===== src/rtl/jtag_tap_target_if.sv =====
// Signal bundle between a JTAG controller and the TAP target.
// TCK and the synchronous reset stay outside as plain ports.
interface jtag_tap_target_if #(
    parameter int unsigned INSTRUCTION_WIDTH = 5,
    parameter int unsigned USER_REG_WIDTH    = 32,
    parameter int unsigned BSR_WIDTH         = 32
);
    logic                         jtagTms;
    logic                         jtagTdi;
    logic                         jtagTdo;
    logic                         jtagTdoEnable;
    logic [3:0]                   jtagState;
    logic [INSTRUCTION_WIDTH-1:0] jtagInstruction;
    logic [USER_REG_WIDTH-1:0]    userCaptureIn;
    logic [BSR_WIDTH-1:0]         bsrCaptureIn;
    logic [USER_REG_WIDTH-1:0]    userUpdateOut;
    logic [BSR_WIDTH-1:0]         bsrUpdateOut;
    logic                         updateDrPulse;
    logic                         updateIrPulse;

    modport master (
        output jtagTms, jtagTdi, userCaptureIn, bsrCaptureIn,
        input  jtagTdo, jtagTdoEnable, jtagState, jtagInstruction,
               userUpdateOut, bsrUpdateOut, updateDrPulse, updateIrPulse
    );

    modport slave (
        input  jtagTms, jtagTdi, userCaptureIn, bsrCaptureIn,
        output jtagTdo, jtagTdoEnable, jtagState, jtagInstruction,
               userUpdateOut, bsrUpdateOut, updateDrPulse, updateIrPulse
    );
endinterface


===== src/rtl/jtag_tap_target.sv =====
// JTAG TAP target: 16-state TAP controller, instruction register, bypass,
// user data register and boundary-scan register, all clocked on TCK rise.
module jtag_tap_target #(
    parameter int unsigned INSTRUCTION_WIDTH = 5,
    parameter int unsigned USER_REG_WIDTH    = 32,
    parameter int unsigned BSR_WIDTH         = 32,
    parameter logic [4:0]  IR_CAPTURE_VALUE  = 5'b00001
) (
    input logic              jtagTck,
    input logic              jtagRstN,
    jtag_tap_target_if.slave bus
);
    localparam int unsigned IW = INSTRUCTION_WIDTH;

    typedef enum logic [3:0] {
        S_RESET      = 4'd0,  S_IDLE       = 4'd1,
        S_DR_SCAN    = 4'd2,  S_IR_SCAN    = 4'd3,
        S_CAPTURE_IR = 4'd4,  S_SHIFT_IR   = 4'd5,
        S_EXIT1_IR   = 4'd6,  S_PAUSE_IR   = 4'd7,
        S_EXIT2_IR   = 4'd8,  S_UPDATE_IR  = 4'd9,
        S_CAPTURE_DR = 4'd10, S_SHIFT_DR   = 4'd11,
        S_EXIT1_DR   = 4'd12, S_PAUSE_DR   = 4'd13,
        S_EXIT2_DR   = 4'd14, S_UPDATE_DR  = 4'd15
    } tap_state_e;

    typedef enum logic [1:0] {SEL_BYPASS, SEL_USER, SEL_BSR} dr_sel_e;

    tap_state_e                state_q, state_d;
    logic [IW-1:0]             ir_shift_q, ir_shift_d;
    logic [IW-1:0]             instr_q, instr_d;
    logic                      byp_q, byp_d;
    logic [USER_REG_WIDTH-1:0] user_shift_q, user_shift_d, user_upd_q, user_upd_d;
    logic [BSR_WIDTH-1:0]      bsr_shift_q, bsr_shift_d, bsr_upd_q, bsr_upd_d;
    logic                      tdo_q, tdo_d, tdo_en_q, tdo_en_d;
    logic                      upd_dr_q, upd_dr_d, upd_ir_q, upd_ir_d;
    logic [4:0]                opcode;
    dr_sel_e                   dr_sel;
    logic                      tms, tdi;

    assign tms = bus.jtagTms;
    assign tdi = bus.jtagTdi;

    // TAP controller next state from current state and TMS
    always_comb begin
        state_d = state_q;
        case (state_q)
            S_RESET:      state_d = tms ? S_RESET      : S_IDLE;
            S_IDLE:       state_d = tms ? S_DR_SCAN    : S_IDLE;
            S_DR_SCAN:    state_d = tms ? S_IR_SCAN    : S_CAPTURE_DR;
            S_IR_SCAN:    state_d = tms ? S_RESET      : S_CAPTURE_IR;
            S_CAPTURE_IR: state_d = tms ? S_EXIT1_IR   : S_SHIFT_IR;
            S_SHIFT_IR:   state_d = tms ? S_EXIT1_IR   : S_SHIFT_IR;
            S_EXIT1_IR:   state_d = tms ? S_UPDATE_IR  : S_PAUSE_IR;
            S_PAUSE_IR:   state_d = tms ? S_EXIT2_IR   : S_PAUSE_IR;
            S_EXIT2_IR:   state_d = tms ? S_UPDATE_IR  : S_SHIFT_IR;
            S_UPDATE_IR:  state_d = tms ? S_DR_SCAN    : S_IDLE;
            S_CAPTURE_DR: state_d = tms ? S_EXIT1_DR   : S_SHIFT_DR;
            S_SHIFT_DR:   state_d = tms ? S_EXIT1_DR   : S_SHIFT_DR;
            S_EXIT1_DR:   state_d = tms ? S_UPDATE_DR  : S_PAUSE_DR;
            S_PAUSE_DR:   state_d = tms ? S_EXIT2_DR   : S_PAUSE_DR;
            S_EXIT2_DR:   state_d = tms ? S_UPDATE_DR  : S_SHIFT_DR;
            S_UPDATE_DR:  state_d = tms ? S_DR_SCAN    : S_IDLE;
            default:      state_d = S_RESET;
        endcase
    end

    // Decode the active instruction (zero-extended to 5 bits) into a DR select;
    // the instruction is stable for the whole DR scan, so no latch is needed
    always_comb begin
        opcode         = '0;
        opcode[IW-1:0] = instr_q;
        case (opcode)
            5'b00001: dr_sel = SEL_USER;
            5'b00110: dr_sel = SEL_BSR;
            default:  dr_sel = SEL_BYPASS;
        endcase
    end

    // Capture / shift / update datapath and registered TDO
    always_comb begin
        ir_shift_d   = ir_shift_q;
        instr_d      = instr_q;
        byp_d        = byp_q;
        user_shift_d = user_shift_q;
        user_upd_d   = user_upd_q;
        bsr_shift_d  = bsr_shift_q;
        bsr_upd_d    = bsr_upd_q;
        upd_dr_d     = 1'b0;
        upd_ir_d     = 1'b0;
        tdo_d        = 1'b0;
        tdo_en_d     = 1'b0;

        case (state_q)
            S_CAPTURE_IR: ir_shift_d = IR_CAPTURE_VALUE[IW-1:0];
            S_SHIFT_IR:   ir_shift_d = {tdi, ir_shift_q[IW-1:1]};
            S_UPDATE_IR: begin
                instr_d  = ir_shift_q;
                upd_ir_d = 1'b1;
            end
            S_CAPTURE_DR: begin
                case (dr_sel)
                    SEL_USER: user_shift_d = bus.userCaptureIn;
                    SEL_BSR:  bsr_shift_d  = bus.bsrCaptureIn;
                    default:  byp_d        = 1'b0;
                endcase
            end
            S_SHIFT_DR: begin
                case (dr_sel)
                    SEL_USER: user_shift_d = {tdi, user_shift_q[USER_REG_WIDTH-1:1]};
                    SEL_BSR:  bsr_shift_d  = {tdi, bsr_shift_q[BSR_WIDTH-1:1]};
                    default:  byp_d        = tdi;
                endcase
            end
            S_UPDATE_DR: begin
                // bypass still pulses, but has no update stage
                upd_dr_d = 1'b1;
                case (dr_sel)
                    SEL_USER: user_upd_d = user_shift_q;
                    SEL_BSR:  bsr_upd_d  = bsr_shift_q;
                    default:  ;
                endcase
            end
            default: ;
        endcase

        // Reaching Test-Logic-Reset via TMS always falls back to bypass
        if (state_d == S_RESET) instr_d = '0;

        // TDO presents bit 0 of the post-edge shift stage while shifting
        if (state_d == S_SHIFT_IR) begin
            tdo_d    = ir_shift_d[0];
            tdo_en_d = 1'b1;
        end else if (state_d == S_SHIFT_DR) begin
            tdo_en_d = 1'b1;
            case (dr_sel)
                SEL_USER: tdo_d = user_shift_d[0];
                SEL_BSR:  tdo_d = bsr_shift_d[0];
                default:  tdo_d = byp_d;
            endcase
        end
    end

    // State and datapath registers with synchronous active-low reset
    always_ff @(posedge jtagTck) begin
        if (!jtagRstN) begin
            state_q      <= S_RESET;
            ir_shift_q   <= '0;
            instr_q      <= '0;
            byp_q        <= 1'b0;
            user_shift_q <= '0;
            user_upd_q   <= '0;
            bsr_shift_q  <= '0;
            bsr_upd_q    <= '0;
            tdo_q        <= 1'b0;
            tdo_en_q     <= 1'b0;
            upd_dr_q     <= 1'b0;
            upd_ir_q     <= 1'b0;
        end else begin
            state_q      <= state_d;
            ir_shift_q   <= ir_shift_d;
            instr_q      <= instr_d;
            byp_q        <= byp_d;
            user_shift_q <= user_shift_d;
            user_upd_q   <= user_upd_d;
            bsr_shift_q  <= bsr_shift_d;
            bsr_upd_q    <= bsr_upd_d;
            tdo_q        <= tdo_d;
            tdo_en_q     <= tdo_en_d;
            upd_dr_q     <= upd_dr_d;
            upd_ir_q     <= upd_ir_d;
        end
    end

    assign bus.jtagTdo         = tdo_q;
    assign bus.jtagTdoEnable   = tdo_en_q;
    assign bus.jtagState       = state_q;
    assign bus.jtagInstruction = instr_q;
    assign bus.userUpdateOut   = user_upd_q;
    assign bus.bsrUpdateOut    = bsr_upd_q;
    assign bus.updateDrPulse   = upd_dr_q;
    assign bus.updateIrPulse   = upd_ir_q;
endmodule

===== src/flat_wrapper.sv =====
// flat-port wrapper written by rule: the top's interface ports become plain ports
module jtag_tap_target_flat 
#(
    parameter int unsigned INSTRUCTION_WIDTH = 5,
    parameter int unsigned USER_REG_WIDTH    = 32,
    parameter int unsigned BSR_WIDTH         = 32,
    parameter logic [4:0]  IR_CAPTURE_VALUE  = 5'b00001
)
  (jtagTck, jtagRstN, bus_jtagTms, bus_jtagTdi, bus_userCaptureIn, bus_bsrCaptureIn, bus_jtagTdo, bus_jtagTdoEnable, bus_jtagState, bus_jtagInstruction, bus_userUpdateOut, bus_bsrUpdateOut, bus_updateDrPulse, bus_updateIrPulse);
  jtag_tap_target_if #(.INSTRUCTION_WIDTH(INSTRUCTION_WIDTH), .USER_REG_WIDTH(USER_REG_WIDTH), .BSR_WIDTH(BSR_WIDTH)) bus_i ();
  input logic jtagTck;
  input logic jtagRstN;
  input wire logic [$bits(bus_i.jtagTms)-1:0] bus_jtagTms;
  input wire logic [$bits(bus_i.jtagTdi)-1:0] bus_jtagTdi;
  input wire logic [$bits(bus_i.userCaptureIn)-1:0] bus_userCaptureIn;
  input wire logic [$bits(bus_i.bsrCaptureIn)-1:0] bus_bsrCaptureIn;
  output wire logic [$bits(bus_i.jtagTdo)-1:0] bus_jtagTdo;
  output wire logic [$bits(bus_i.jtagTdoEnable)-1:0] bus_jtagTdoEnable;
  output wire logic [$bits(bus_i.jtagState)-1:0] bus_jtagState;
  output wire logic [$bits(bus_i.jtagInstruction)-1:0] bus_jtagInstruction;
  output wire logic [$bits(bus_i.userUpdateOut)-1:0] bus_userUpdateOut;
  output wire logic [$bits(bus_i.bsrUpdateOut)-1:0] bus_bsrUpdateOut;
  output wire logic [$bits(bus_i.updateDrPulse)-1:0] bus_updateDrPulse;
  output wire logic [$bits(bus_i.updateIrPulse)-1:0] bus_updateIrPulse;
  assign bus_i.jtagTms = bus_jtagTms;
  assign bus_i.jtagTdi = bus_jtagTdi;
  assign bus_i.userCaptureIn = bus_userCaptureIn;
  assign bus_i.bsrCaptureIn = bus_bsrCaptureIn;
  assign bus_jtagTdo = bus_i.jtagTdo;
  assign bus_jtagTdoEnable = bus_i.jtagTdoEnable;
  assign bus_jtagState = bus_i.jtagState;
  assign bus_jtagInstruction = bus_i.jtagInstruction;
  assign bus_userUpdateOut = bus_i.userUpdateOut;
  assign bus_bsrUpdateOut = bus_i.bsrUpdateOut;
  assign bus_updateDrPulse = bus_i.updateDrPulse;
  assign bus_updateIrPulse = bus_i.updateIrPulse;
  jtag_tap_target #(.INSTRUCTION_WIDTH(INSTRUCTION_WIDTH), .USER_REG_WIDTH(USER_REG_WIDTH), .BSR_WIDTH(BSR_WIDTH), .IR_CAPTURE_VALUE(IR_CAPTURE_VALUE)) u_core (.jtagTck(jtagTck), .jtagRstN(jtagRstN), .bus(bus_i));
endmodule

===== config.mk =====
export PLATFORM = sky130hd
export DESIGN_NAME = jtag_tap_target_flat
export DESIGN_NICKNAME = d
export VERILOG_FILES = /design/src/rtl/jtag_tap_target_if.sv /design/src/rtl/jtag_tap_target.sv /design/src/flat_wrapper.sv
export SDC_FILE = /design/constraint.sdc
export NUM_CORES = 1
export LEC_CHECK = 0
export ABC_AREA = 1
export CAP_MARGIN = 20
export CORE_MARGIN = 5
export CORE_UTILIZATION = 40
export CTS_BUF_LIST = sky130_fd_sc_hd__clkbuf_16
export DETAILED_ROUTE_END_ITERATION = 10
export GPL_TIMING_DRIVEN = 0
export PLACE_DENSITY_LB_ADDON = 0.3
export SLEW_MARGIN = 20
export SYNTH_ARGS = -nofsm -noshare
export SYNTH_HDL_FRONTEND = slang
export SYNTH_SLANG_ARGS = --single-unit

===== constraint.sdc =====
create_clock -name jtagTck -period 4.4 [get_ports jtagTck]
set_input_delay 0.66 -clock jtagTck [delete_from_list [all_inputs] [get_ports jtagTck]]
set_output_delay 0.66 -clock jtagTck [all_outputs]
set_load 0.01 [all_outputs]

# Word-level counts from Yosys, hierarchy flattened
# Index checks and enable logic that the tools add are counted.
# W data, S select, Z words.
[classes]
mux = 31
bitwise = 1
reduce_logical = 13
n_eq_ne = 25
[op_table]
columns = ["op", "n"]
rows = [
  ["$mux W32", 4],
  ["$pmux W32 S2", 2],
  ["$pmux W4 S12", 1],
  ["$eq A4 B4 Y1 const B", 9],
  ["$eq A4 B3 Y1 const B", 5],
  ["$mux W4", 4],
  ["$pmux W5 S2", 1],
  ["$mux W1", 9],
  ["$mux W3", 3],
  ["$eq A4 B2 Y1 const B", 2],
  ["$logic_not A4 Y1", 2],
  ["$mux W2", 4],
  ["$ne A2 B1 Y1 const B", 4],
  ["$reduce_or A2 Y1", 4],
  ["$reduce_and A3 Y1", 2],
  ["$eq A5 B1 Y1 const B", 1],
  ["$eq A5 B3 Y1 const B", 1],
  ["$eq A4 B1 Y1 const B", 1],
  ["$pmux W1 S2", 2],
  ["$pmux W2 S2", 1],
  ["$reduce_and A2 Y1", 2],
  ["$reduce_bool A2 Y1", 2],
  ["$reduce_or A3 Y1", 1],
  ["$eq A2 B1 Y1 const B", 1],
  ["2 further kinds", 2],
]
[totals]
in_bits = 68
output_inout_bits = 77
regBits = 147
word_cells = 85

# Logic depth before layout (Yosys ltp)
# Gate-level depths: netlist of the first run.
[depth]
word_depth = 9
depth_mapped = 13

# Least setup slack after synthesis of the first run
# Ideal clock, no wire load.
[synth_path]
path_type = "reg2reg"
startpoint = "register u_core.instr_q[0], in the netlist u_core.bus.jtagInstruction[0]"
endpoint = "register u_core.user_shift_q[29]"
setup_time_ns = 0.116
arrival_ns = 1.538
required_ns = 4.284
n_path_buf = 1
path_stages_with_launch = 11
path_slack_ns = 2.745
cell_sequence = "dfxtp_1 inv_1 nor2_1 and3_1 ha_1 inv_1 nor2_2 buf_2 nand3_1 o211ai_1 inv_1"
[synth_via]
elab_chain_cells = 5
elab_cells_between_ends = 7
[synth_rtl]
columns = ["element", "line", "source"]
rows = [
  ["from (decl)", "jtag_tap_target.sv:30", "logic [IW-1:0] instr_q, instr_d;"],
  ["from (signal assigned)", "jtag_tap_target.sv:161", "instr_q <= instr_d;"],
  ["$eq A5 B3 Y1 or $eq A5 B1 Y1 (tied branches)", "jtag_tap_target.sv:72", "case (opcode)"],
  ["$pmux W2 S2 *", "jtag_tap_target.sv:72", ""],
  ["$eq A2 B1 Y1 *", "jtag_tap_target.sv:101, jtag_tap_target.sv:108", ""],
  ["$ne A2 B1 Y1 (no source line)", "n/a", ""],
  ["$reduce_and A3 Y1 (no source line) *", "n/a", ""],
  ["to (signal assigned)", "jtag_tap_target.sv:163", "user_shift_q <= user_shift_d;"],
  ["to (decl)", "jtag_tap_target.sv:32", "logic [USER_REG_WIDTH-1:0] user_shift_q, user_shift_d, user_upd_q, user_upd_d;"],
]
# Mark *: on every way between the ends. The rest lies on a longest branch, timed or not.
# A chain may end at the register's enable or synchronous reset.

# Worst setup path in the final report of the first run
[layout_path]
startpoint = "register u_core.state_q[2], in the netlist u_core.bus.jtagState[2]"
endpoint = "output bus_jtagState[2]"
[layout_rtl]
columns = ["element", "line", "source"]
rows = [
  ["from (decl)", "jtag_tap_target.sv:28", "tap_state_e state_q, state_d;"],
  ["from (signal assigned)", "jtag_tap_target.sv:159", "state_q <= state_d;"],
  ["to (decl)", "flat_wrapper.sv:19", "output wire logic [$bits(bus_i.jtagState)-1:0] bus_jtagState;"],
]
# No word-level cell between the ends.

==> impl_metrics.env, run 1 <==
export IMPL_io_pins=145
export IMPL_drive_gt1_share_pct=8.053
export IMPL_grt_overflow=0
export IMPL_path_class="flip-flop to output port"
export IMPL_fin_skew_ns=0.01044
export IMPL_end_kind="output port"
export IMPL_syn_inst=806
export IMPL_place_inst=1133
export IMPL_swShare_pct=22.92
export IMPL_synth_compound_area_share_pct=18.65
export IMPL_crit_buf_inv=1
export IMPL_finalNetCount=1038
export IMPL_start_util_pct=40.85
export IMPL_cp_cell_sequence="clkdlybuf4s50_1"
export IMPL_syn_num_nets=876
export IMPL_yosysUniqueCellTypes=27
export IMPL_pwr_share_clk_pct=47.7
export IMPL_max_slew_margin_pct=62.19
export IMPL_critical_path_top_delay_family="buffers and inverters"
export IMPL_reg2reg_depth=9
export IMPL_setup_slack_ns=2.212
export IMPL_grt_total_usage_pct=19.28
export IMPL_clk_latency_ns=0.42
export IMPL_internal_power_mw=2.255
export IMPL_crit_arrival_ns=1.53
export IMPL_cp_start_kind="flip-flop"
export IMPL_rows=44
export IMPL_synth_xor_xnor_area_share_pct=0
export IMPL_wl_um=17020
export IMPL_routedWlPerCell_um=14.61
export IMPL_final_antenna_net_count=0
export IMPL_comb_power_share_pct=6.4
export IMPL_clk_pin_slew_worst_paths_ns=0.06
export IMPL_avgSynthCellArea_sq_um=7.366
export IMPL_yosysTopAreaCell="dfxtp_1"
export IMPL_crit_required_ns=3.74
export IMPL_drv_cap=0
export IMPL_min_to="u_core.bus.bsrUpdateOut[0]$_SDFFE_PN0P_"
export IMPL_power_density_mw_per_mm2=358.2
export IMPL_synthTopCellsByArea="dfxtp_1 (50%), nand2_1 (11%), o21ai_0 (11%)"
export IMPL_clock_path_buffers=2
export IMPL_dp_hpwl_um=12200
export IMPL_fillers=1381
export IMPL_fin_cells=1165
export IMPL_core_sq_mm=0.01453
export IMPL_hp_start="u_core.bsr_shift_q[0]$_SDFF_PN0_"
export IMPL_p_switching_uw=670.4
export IMPL_num_vias=5876
export IMPL_cts_tree="yes"
export IMPL_ys_warn_count=0
export IMPL_r2r_start="u_core.bus.jtagInstruction[0]$_SDFFE_PP0N_"
export IMPL_report_power_total_mw=2.925
export IMPL_cts_num_sinks=147
export IMPL_grt_pass1_vias=5484
export IMPL_insertedDiodeCount=0
export IMPL_die_area_sq_mm=0.01738
export IMPL_hold_path_cell_count=2
export IMPL_synth_seq_area_share_pct=49.57
export IMPL_max_stage_delay_ns=0.61
export IMPL_p_leak_nw=3.286
export IMPL_finalSetupViolCount=0
export IMPL_power_frac_seq_pct=45.9
export IMPL_grt_max_degree=17
export IMPL_synth_top_family_by_area="simple AND/OR/NAND/NOR gates"
export IMPL_drt_initial_drc_count=408
export IMPL_netlist_area_leader_share_pct=49.57
export IMPL_worst_hold_path_type="flip-flop to flip-flop"
export IMPL_period_share_pct=49.73
export IMPL_worst_pin_slew_ns=0.5672
export IMPL_place_ws_ns=2.122
export IMPL_antenna_found_initial=0
export IMPL_tns_ns=0
export IMPL_postCtsSetupBuffers=0
export IMPL_status="finished clean"
export IMPL_synth_mux_area_share_pct=0.5690
export IMPL_synth_simple_gate_area_share_pct=24.55
export IMPL_cts_buffers=17
export IMPL_drc=0
export IMPL_cts_resized=0
export IMPL_grt_pass1_wl_um=27500
export IMPL_cts_hold_buf=0
export IMPL_io_buffers=143
export IMPL_reg2reg_to="u_core.user_shift_q[14]$_SDFFE_PN0P_"
export IMPL_syn2layout_area_growth_pct=37.56
export IMPL_clockRootBuffer="clkbuf_16"
export IMPL_htree_levels=4
export IMPL_max_freq_ghz=0.4570
export IMPL_period_minus_slack_ns=2.188
export IMPL_timing_final_max_slew_violations=0
export IMPL_slowest_stage="clkdlybuf4s50_1"
export IMPL_dieHeight_um=131.8
export IMPL_syn_cell_area_sq_mm=0.005937
export IMPL_reg2reg_slack_ns=2.38
export IMPL_crit_fanout=6
export IMPL_yosys_area_share_adder_pct=0.4215
export IMPL_die_x_um=131.8
export IMPL_vias_per_cell=5.044
export IMPL_first_pass_iters=5
export IMPL_gp_congestion=0.8844
export IMPL_hold_viol=0
export IMPL_ir_drop_mv=0.2374
export IMPL_ys_seq_elements=147
export IMPL_rsz0062_at_grt="no"
[worst reg2reg max path: cells and delay by family, from the launching register on]
kind	cells	cell delay, ns
simple gates	3	0.58
buf+inv	3	0.45
flops	1	0.38
compound gates	2	0.31
fa+ha+maj	1	0.23
[stage by stage]
| stage | hold slack (ns) | utilization, % | area, sq um |
|---|---|---|---|
| final | 0.4614 | 56.19 | 8167 |
| after global routing | 0.4805 | 56.19 | 8167 |
| after CTS | 0.4658 | 56.19 | 8167 |
| after detailed placement | 0.4559 | 52.28 | 7599 |
| after global placement | 0.4394 | 52.28 | 7599 |
| after floorplan | 0.4235 | - | 5937 |
[worst max path at each step]
stage | start | cells past startpoint | to | slack, ns
after floorplan | u_core.bus.jtagInstruction[0]$_SDFFE_PP0N_ | 10 | u_core.user_shift_q[29]$_SDFFE_PN0P_ | 2.75
after global placement | bus_jtagTms | 9 | u_core.bus.jtagTdo$_SDFF_PN0_ | 2.08
after detailed placement | bus_jtagTms | 9 | u_core.bus.jtagTdo$_SDFF_PN0_ | 2.12
after CTS | u_core.bus.jtagState[2]$_SDFF_PN0_ | 1 | bus_jtagState[2] | 2.19
after global routing | u_core.bus.jtagInstruction[0]$_SDFFE_PP0N_ | 9 | u_core.user_shift_q[5]$_SDFFE_PN0P_ | 2.14
final | u_core.bus.jtagState[2]$_SDFF_PN0_ | 1 | bus_jtagState[2] | 2.21
[state kept, by name, indices dropped and copies added, names as in the netlist]
name,cells
u_core.ir_shift_q,5
u_core.bus.userUpdateOut,32
u_core.byp_q,1
u_core.bus.bsrUpdateOut,32
u_core.bus.jtagInstruction,5
u_core.bsr_shift_q,32
u_core.bus.jtagState,4
u_core.bus.jtagTdoEnable,1
u_core.user_shift_q,32
u_core.bus.jtagTdo,1
u_core.bus.updateIrPulse,1
u_core.bus.updateDrPulse,1
[layout make-up]
class,count,area (sq um),area share (%)
sequential,147,2943,36.03
multi-input combinational,573,2624,32.13
timing repair buffer,143,1431,17.53
clock buffer,17,425.4,5.209
buffer,53,244.0,2.988
tap,184,230.2,2.819
clock inverter,15,142.6,1.747
inverter,33,126.4,1.547
[power groups by stage]
stage | sequential [mW] | clock, mW | combinational, mW
3_5_place_dp | 1.37 | 0 | 0.184
2_1_floorplan | 1.37 | 0 | 0.0833
4_1_cts | 1.34 | 1.42 | 0.186
6_report | 1.34 | 1.40 | 0.186
5_1_grt | 1.34 | 1.48 | 0.205
3_3_place_gp | 1.37 | 0 | 0.186
[cells in the final DEF (no fill, tap or decap), types with 2 or more instances in the layout]
master             n
clkbuf_1          21
clkbuf_2           4
clkdlybuf4s50_1  143
clkinv_4           3
dfxtp_1          147
nor3_1             3
a21oi_1           11
nand2_1          177
ha_1               2
nor2_2             3
clkbuf_16         17
nand3_1           17
inv_2              4
clkinv_2           4
o21ai_0          127
nor2_4             5
buf_4              2
inv_6              2
buf_2             26
mux2_2             3
a31oi_1           62
inv_1             30
nor2_1           155
bufinv_16          2
[layer usage]
metal  global-route usage (%)  vias to the layer above  share of wire (%)
met4                    6.400                        0                1.8
met2                    31.04                      175                 47
li1                         -                     2995                  -
met5                        0                        -                  0
met3                    6.069                       25                6.6
met1                    24.62                     2681                 45
[cell families (layout without fill, tap and decap cells)]
group / Yosys count / in the layout
AND/OR/NAND/NOR: 364 / 364
AO/OA/AOI/OAI: 204 / 204
flip-flops: 147 / 147
buffers and inverters: 86 / 261
multiplexers: 3 / 3
adder cells (fa/ha/maj): 2 / 2
[Yosys cell counts (all sizes together)]
| library cell | number |
|---|---|
| o21ai | 128 |
| nor2 | 163 |
| clkbuf | 25 |
| ha | 2 |
| a22oi | 1 |
| dfxtp | 147 |
| and3 | 1 |
| nand2 | 178 |
| a31oi | 62 |
| mux2 | 3 |
| o211ai | 1 |
| a21oi | 11 |
| nor3 | 3 |
| buf | 28 |
| nand4 | 1 |
| o2111ai | 1 |
| inv | 33 |
| nand3 | 18 |
Power figures use the tool's default switching activity.
==> run 2: changes to the inputs <==
==> constraint.sdc (replaced) <==
create_clock -name jtagTck -period 1.9 [get_ports jtagTck]
set_input_delay 0.285 -clock jtagTck [delete_from_list [all_inputs] [get_ports jtagTck]]
set_output_delay 0.285 -clock jtagTck [all_outputs]
set_load 0.01 [all_outputs]
==> impl_metrics.env, run 2 (same netlist as run 1, synthesis figures left out) <==
export IMPL_timing_final_max_slew_violations=0
export IMPL_crit_arrival_ns=1.53
export IMPL_whs_ns=0.2431
export IMPL_die_x_um=131.8
export IMPL_worst_pin_slew_ns=0.5863
export IMPL_final_util_pct=56.60
export IMPL_power_frac_seq_pct=45.9
export IMPL_p_switching_mw=1.555
export IMPL_clk_latency_ns=0.43
export IMPL_drt_initial_drc_count=451
export IMPL_status="finished clean"
export IMPL_drv_cap=0
export IMPL_num_vias=5888
export IMPL_htree_levels=4
export IMPL_max_slew_margin_pct=60.92
export IMPL_final_antenna_net_count=0
export IMPL_grt_pass1_vias=5488
export IMPL_rows=44
export IMPL_power_density_mw_per_mm2=823.8
export IMPL_core_sq_mm=0.01453
export IMPL_period_minus_slack_ns=1.814
export IMPL_p_leak_nw=3.320
export IMPL_fin_skew_ns=0.01066
export IMPL_clockRootBuffer="clkbuf_16"
export IMPL_final_common_cell="nand2_1"
export IMPL_cts_num_sinks=147
export IMPL_finalSetupViolCount=0
export IMPL_swShare_pct=22.94
export IMPL_cts_tree="yes"
export IMPL_drc=0
export IMPL_end_kind="output port"
export IMPL_hold_viol=0
export IMPL_finalNetCount=1039
export IMPL_crit_fanout=6
export IMPL_place_ws_ns=-0.1084
export IMPL_dieHeight_um=131.8
export IMPL_syn2layout_area_growth_pct=38.57
export IMPL_cp_cell_sequence="clkdlybuf4s50_1"
export IMPL_io_buffers=143
export IMPL_place_area_sq_mm=0.007599
export IMPL_wl_um=17080
export IMPL_report_power_total_mw=6.777
export IMPL_setup_slack_ns=0.08590
export IMPL_max_stage_delay_ns=0.61
export IMPL_drive_gt1_share_pct=9.369
export IMPL_layout_common_cells="nand2_1 (176), nor2_1 (154), dfxtp_1 (146)"
export IMPL_routedWlPerCell_um=14.65
export IMPL_comb_power_share_pct=6.4
export IMPL_place_inst=1133
export IMPL_vias_per_cell=5.050
export IMPL_start_util_pct=40.85
export IMPL_clk_pin_slew_worst_paths_ns=0.06
export IMPL_ir_drop_mv=0.5512
export IMPL_crit_required_ns=1.62
export IMPL_first_pass_iters=5
export IMPL_max_freq_ghz=0.5512
export IMPL_dp_hpwl_um=12200
export IMPL_clock_path_buffers=2
export IMPL_grt_pass1_wl_um=27540
export IMPL_path_class="flip-flop to output port"
export IMPL_worst_hold_path_type="primary input to flip-flop"
export IMPL_insertedDiodeCount=0
export IMPL_cts_buffers=17
export IMPL_io_pins=145
export IMPL_rsz0062_at_grt="yes"
export IMPL_internal_power_mw=5.222
export IMPL_die_area_sq_mm=0.01738
export IMPL_slowest_stage="clkdlybuf4s50_1"
export IMPL_antenna_found_initial=0
export IMPL_grt_total_usage_pct=19.31
export IMPL_gp_congestion=0.8844
export IMPL_pwr_share_clk_pct=47.7
export IMPL_fin_cells=1166
export IMPL_cp_start_kind="flip-flop"
export IMPL_postLayoutCellArea_sq_mm=0.008227
export IMPL_crit_buf_inv=1
export IMPL_grt_overflow=0
export IMPL_tns_ns=0
export IMPL_critical_path_top_delay_family="buffers and inverters"
export IMPL_period_share_pct=95.48
export IMPL_grt_max_degree=17
-- run 2: cell count changes in the layout (fill, tap and decap cells not counted), sizes merged --
cell	change
buf	+5
clkbuf	-4
-- run 2: worst paths after layout --
check,startpoint,end,slack [ns],cells past startpoint
setup / recovery,u_core.bus.jtagState[2]$_SDFF_PN0_,bus_jtagState[2],0.09,1
hold / removal,jtagRstN,u_core.user_shift_q[0]$_SDFF_PN0_,0.24,3
setup reg to reg,u_core.bus.jtagInstruction[1]$_SDFFE_PP0N_,u_core.bus.jtagTdo$_SDFF_PN0_,0.10,11
hold reg to reg,u_core.bsr_shift_q[0]$_SDFF_PN0_,u_core.bus.bsrUpdateOut[0]$_SDFFE_PN0P_,0.46,2
-- run 2: layout make-up --
cell class / count / area, sq um
Fill cell: 1370 / 6307
Multi-Input combinational cell: 573 / 2636
Buffer: 50 / 260.3
Clock buffer: 17 / 425.4
Timing Repair Buffer: 147 / 1461
Tap cell: 184 / 230.2
Inverter: 33 / 126.4
Sequential cell: 147 / 2944
Clock inverter: 15 / 142.6
-- run 2: power groups by stage --
stage / Sequential (mW) / Clock, mW / Combinational (mW)
global route: 3.11 / 3.42 / 0.479
finish: 3.11 / 3.23 / 0.434
CTS: 3.11 / 3.28 / 0.430
detailed placement: 3.18 / 0 / 0.427
floorplan: 3.18 / 0 / 0.193
global placement: 3.18 / 0 / 0.431
-- run 2: layer usage --
metal	global-route usage [%]	vias to the layer above	wire [um]
met5	0	-	0
met4	6.400	0	281
met3	6.069	21	1231
met2	31.01	198	7922
met1	24.74	2674	7642
li1	-	2995	-
-- run 2: timing repair --
item	in CTS	in global routing
buffers inserted	2	2
pin swaps	2	2
resized for setup	10	19
setup endpoints to repair	62	95
hold buffers	0	0
==> run 3: changes to the inputs <==
--- a/config.mk
+++ b/config.mk
@@ -5,7 +5,6 @@
 export SDC_FILE = /design/constraint.sdc
 export NUM_CORES = 1
 export LEC_CHECK = 0
-export ABC_AREA = 1
 export CAP_MARGIN = 20
 export CORE_MARGIN = 5
 export CORE_UTILIZATION = 40
==> impl_metrics.env, run 3 <==
export IMPL_status="complete, but fails checks"
export IMPL_finalNetCount=943
export IMPL_clock_path_buffers=2
export IMPL_path_class="flip-flop to flip-flop"
export IMPL_ys_seq_elements=147
export IMPL_ys_warn_count=0
export IMPL_syn_cell_area_sq_mm=0.006153
export IMPL_io_buffers=143
export IMPL_die_x_um=134.0
export IMPL_final_antenna_net_count=0
export IMPL_synth_main_ff_cell="dfxtp_1"
export IMPL_met1Wirelength_um=8029
export IMPL_timing_final_max_slew_violations=0
export IMPL_fin_skew_ns=0.008092
export IMPL_p_leak_nw=3.041
export IMPL_avgSynthCellArea_sq_um=8.741
export IMPL_async_flop_share_pct=0
export IMPL_slowest_stage="or4_4"
export IMPL_crit_required_ns=2.19
export IMPL_rows=45
export IMPL_synth_common_cells="dfxtp_1 (147), nand2_1 (147), nor2_1 (71)"
export IMPL_power_density_mw_per_mm2=738.9
export IMPL_max_slew_margin_pct=59.82
export IMPL_clk_pin_slew_worst_paths_ns=0.06
export IMPL_syn2layout_area_growth_pct=41.68
export IMPL_routedWlPerCell_um=16.06
export IMPL_power_frac_seq_pct=48.1
export IMPL_htree_levels=4
export IMPL_synth_edf_count=0
export IMPL_drive_gt1_share_pct=12.00
export IMPL_gp_congestion=0.8256
export IMPL_cts_hold_buf=0
export IMPL_clockRootBuffer="clkbuf_16"
export IMPL_period_minus_slack_ns=2.359
export IMPL_whs_ns=0.3908
export IMPL_yosysUniqueCellTypes=42
export IMPL_violations="setup timing"
export IMPL_rsz0062_at_grt="yes"
export IMPL_reg2reg_slack_ns=-0.46
export IMPL_drt_initial_drc_count=330
export IMPL_yosysTopAreaCell="dfxtp_1"
export IMPL_internal_power_mw=5.050
export IMPL_worst_pin_slew_ns=0.5874
export IMPL_crit_fanout=2
export IMPL_swShare_pct=21.61
export IMPL_netlist_area_leader_share_pct=47.82
export IMPL_grt_total_usage_pct=19.32
export IMPL_grt_overflow=0
export IMPL_core_sq_mm=0.01515
export IMPL_wl_um=17200
export IMPL_max_stage_delay_ns=0.51
export IMPL_hold_viol=0
export IMPL_syn_inst=704
export IMPL_dp_hpwl_um=12210
export IMPL_postLayoutCellArea_sq_mm=0.008718
export IMPL_place_area_sq_mm=0.007836
export IMPL_vias_per_cell=5.159
export IMPL_first_pass_iters=4
export IMPL_clk_latency_ns=0.42
export IMPL_setup_slack_ns=-0.4594
export IMPL_period_share_pct=124.2
export IMPL_start_util_pct=40.63
export IMPL_layout_common_cells="nand2_1 (146), dfxtp_1 (144), clkdlybuf4s50_1 (143)"
export IMPL_cts_tree="yes"
export IMPL_antenna_found_initial=0
export IMPL_pwr_share_clk_pct=45.8
export IMPL_cp_cell_sequence="nor2_4 > nand3_2 > or2_4 > inv_2 > ha_4 > and4b_1 > buf_6 > mux2i_4 > and3b_1 > or4_4"
export IMPL_synthTopCellsByArea="dfxtp_1 (48%), nand2_1 (9.0%), a221oi_1 (8.5%)"
export IMPL_end_kind="flip-flop"
export IMPL_drv_cap=0
export IMPL_comb_power_share_pct=6.0
export IMPL_drc=0
export IMPL_cts_buffers=17
export IMPL_die_area_sq_mm=0.01796
export IMPL_max_freq_ghz=0.4238
export IMPL_num_vias=5525
export IMPL_fillers=1368
export IMPL_ir_drop_mv=0.6041
export IMPL_finalSetupViolCount=59
export IMPL_wl_met2_um=7953
export IMPL_syn_num_nets=774
export IMPL_grt_pass1_wl_um=27970
export IMPL_p_switching_mw=1.392
export IMPL_grt_pass1_vias=5514
export IMPL_io_pins=145
export IMPL_synth_seq_area_share_pct=47.82
export IMPL_final_common_cell="nand2_1"
export IMPL_worst_hold_path_type="primary input to flip-flop"
export IMPL_cp_start_kind="flip-flop"
export IMPL_crit_arrival_ns=2.65
export IMPL_cts_num_sinks=147
export IMPL_tns_ns=-3.198
export IMPL_wl_met3_um=956
export IMPL_highest_layer="met4"
export IMPL_grt_max_degree=17
export IMPL_dieHeight_um=134.0
export IMPL_insertedDiodeCount=0
[run 3: cell count changes in the layout (fill, tap and decap cells not counted), sizes merged, moves of 31 or more]
| cell | change |
|---|---|
| nor2 | -92 |
| nor3b | +63 |
| o21ai | -121 |
| nand2 | -31 |
| a31oi | -59 |
| a21boi | +71 |
| a221oi | +60 |
[run 3: cells by family (layout without fill, tap and decap cells)]
family	after synthesis	in the layout	share of synthesized area, %
mux	9	9	1.484
flops	147	147	47.82
buf+inv	72	251	4.921
compound gates	155	155	19.99
xor+xnor	3	3	0.4271
simple gates	316	316	24.95
fa+ha+maj	2	2	0.4066
[run 3: per-stage QoR]
stage               worst slack, ns  util, %  std cells  total power [mW]
CTS                         -0.4343    56.41       1072             6.484
detailed placement          -0.6256    51.74       1035             3.540
global route                -0.5188    57.56       1071             6.663
global placement            -0.6063    51.74       1035             3.540
floorplan                   -0.3496        -        704             3.327
finish                      -0.4594    57.56       1071             6.442
[run 3: area by class of cell]
class                           instances  area (sq um)  area share [%]
Sequential cell                       147          2947           33.80
Inverter                                6         22.52          0.2583
Clock buffer                           17         425.4           4.879
Tap cell                              188         235.2           2.698
Multi-Input combinational cell        485          3083           35.36
Buffer                                 65         411.6           4.722
Clock inverter                         12         80.08          0.9185
Timing Repair Buffer                  151          1514           17.37
[run 3: path summary, 6_finish.rpt]
path / endpoint / startpoint / cells past startpoint
hold / removal: u_core.bus.jtagState[1]$_SDFF_PN0_ / bus_jtagTms / 3
setup / recovery: u_core.bus.jtagTdo$_SDFF_PN0_ / u_core.bus.jtagInstruction[4]$_SDFFE_PP0N_ / 10
setup reg to reg: u_core.bus.jtagTdo$_SDFF_PN0_ / u_core.bus.jtagInstruction[4]$_SDFFE_PP0N_ / 10
hold reg to reg: u_core.bus.bsrUpdateOut[8]$_SDFFE_PN0P_ / u_core.bus.bsrUpdateOut[8]$_SDFFE_PN0P_ / 2
[run 3: repair_timing]
action                                  in CTS  in global routing
endpoints found under the setup margin     129                129
cloned                                       1                  0
buffers inserted                             8                  3
resized for setup                           45                 68
pin swaps                                    3                  1
[run 3: layer usage]
layer  vias up  global-route usage [%]
met4         0                   6.335
li1       2793                       -
met5         -                       0
met1      2563                   25.39
met2       148                   31.16
met3        21                   4.989
[run 3: power by group through the flow]
stage	registers (mW)	logic (mW)	clock network, mW
2_1_floorplan	3.17	0.159	0
3_3_place_gp	3.17	0.372	0
3_5_place_dp	3.17	0.371	0
4_1_cts	3.10	0.379	3.00
5_1_grt	3.10	0.417	3.14
6_report	3.10	0.390	2.95
[run 3: critical path, delay by kind of cell, from the launching register on]
family                   cells  cell delay (ns)
AND/OR/NAND/NOR              6             1.38
flip-flops                   1             0.34
multiplexers                 1             0.22
buffers and inverters        2             0.18
adder cells (fa/ha/maj)      1             0.12
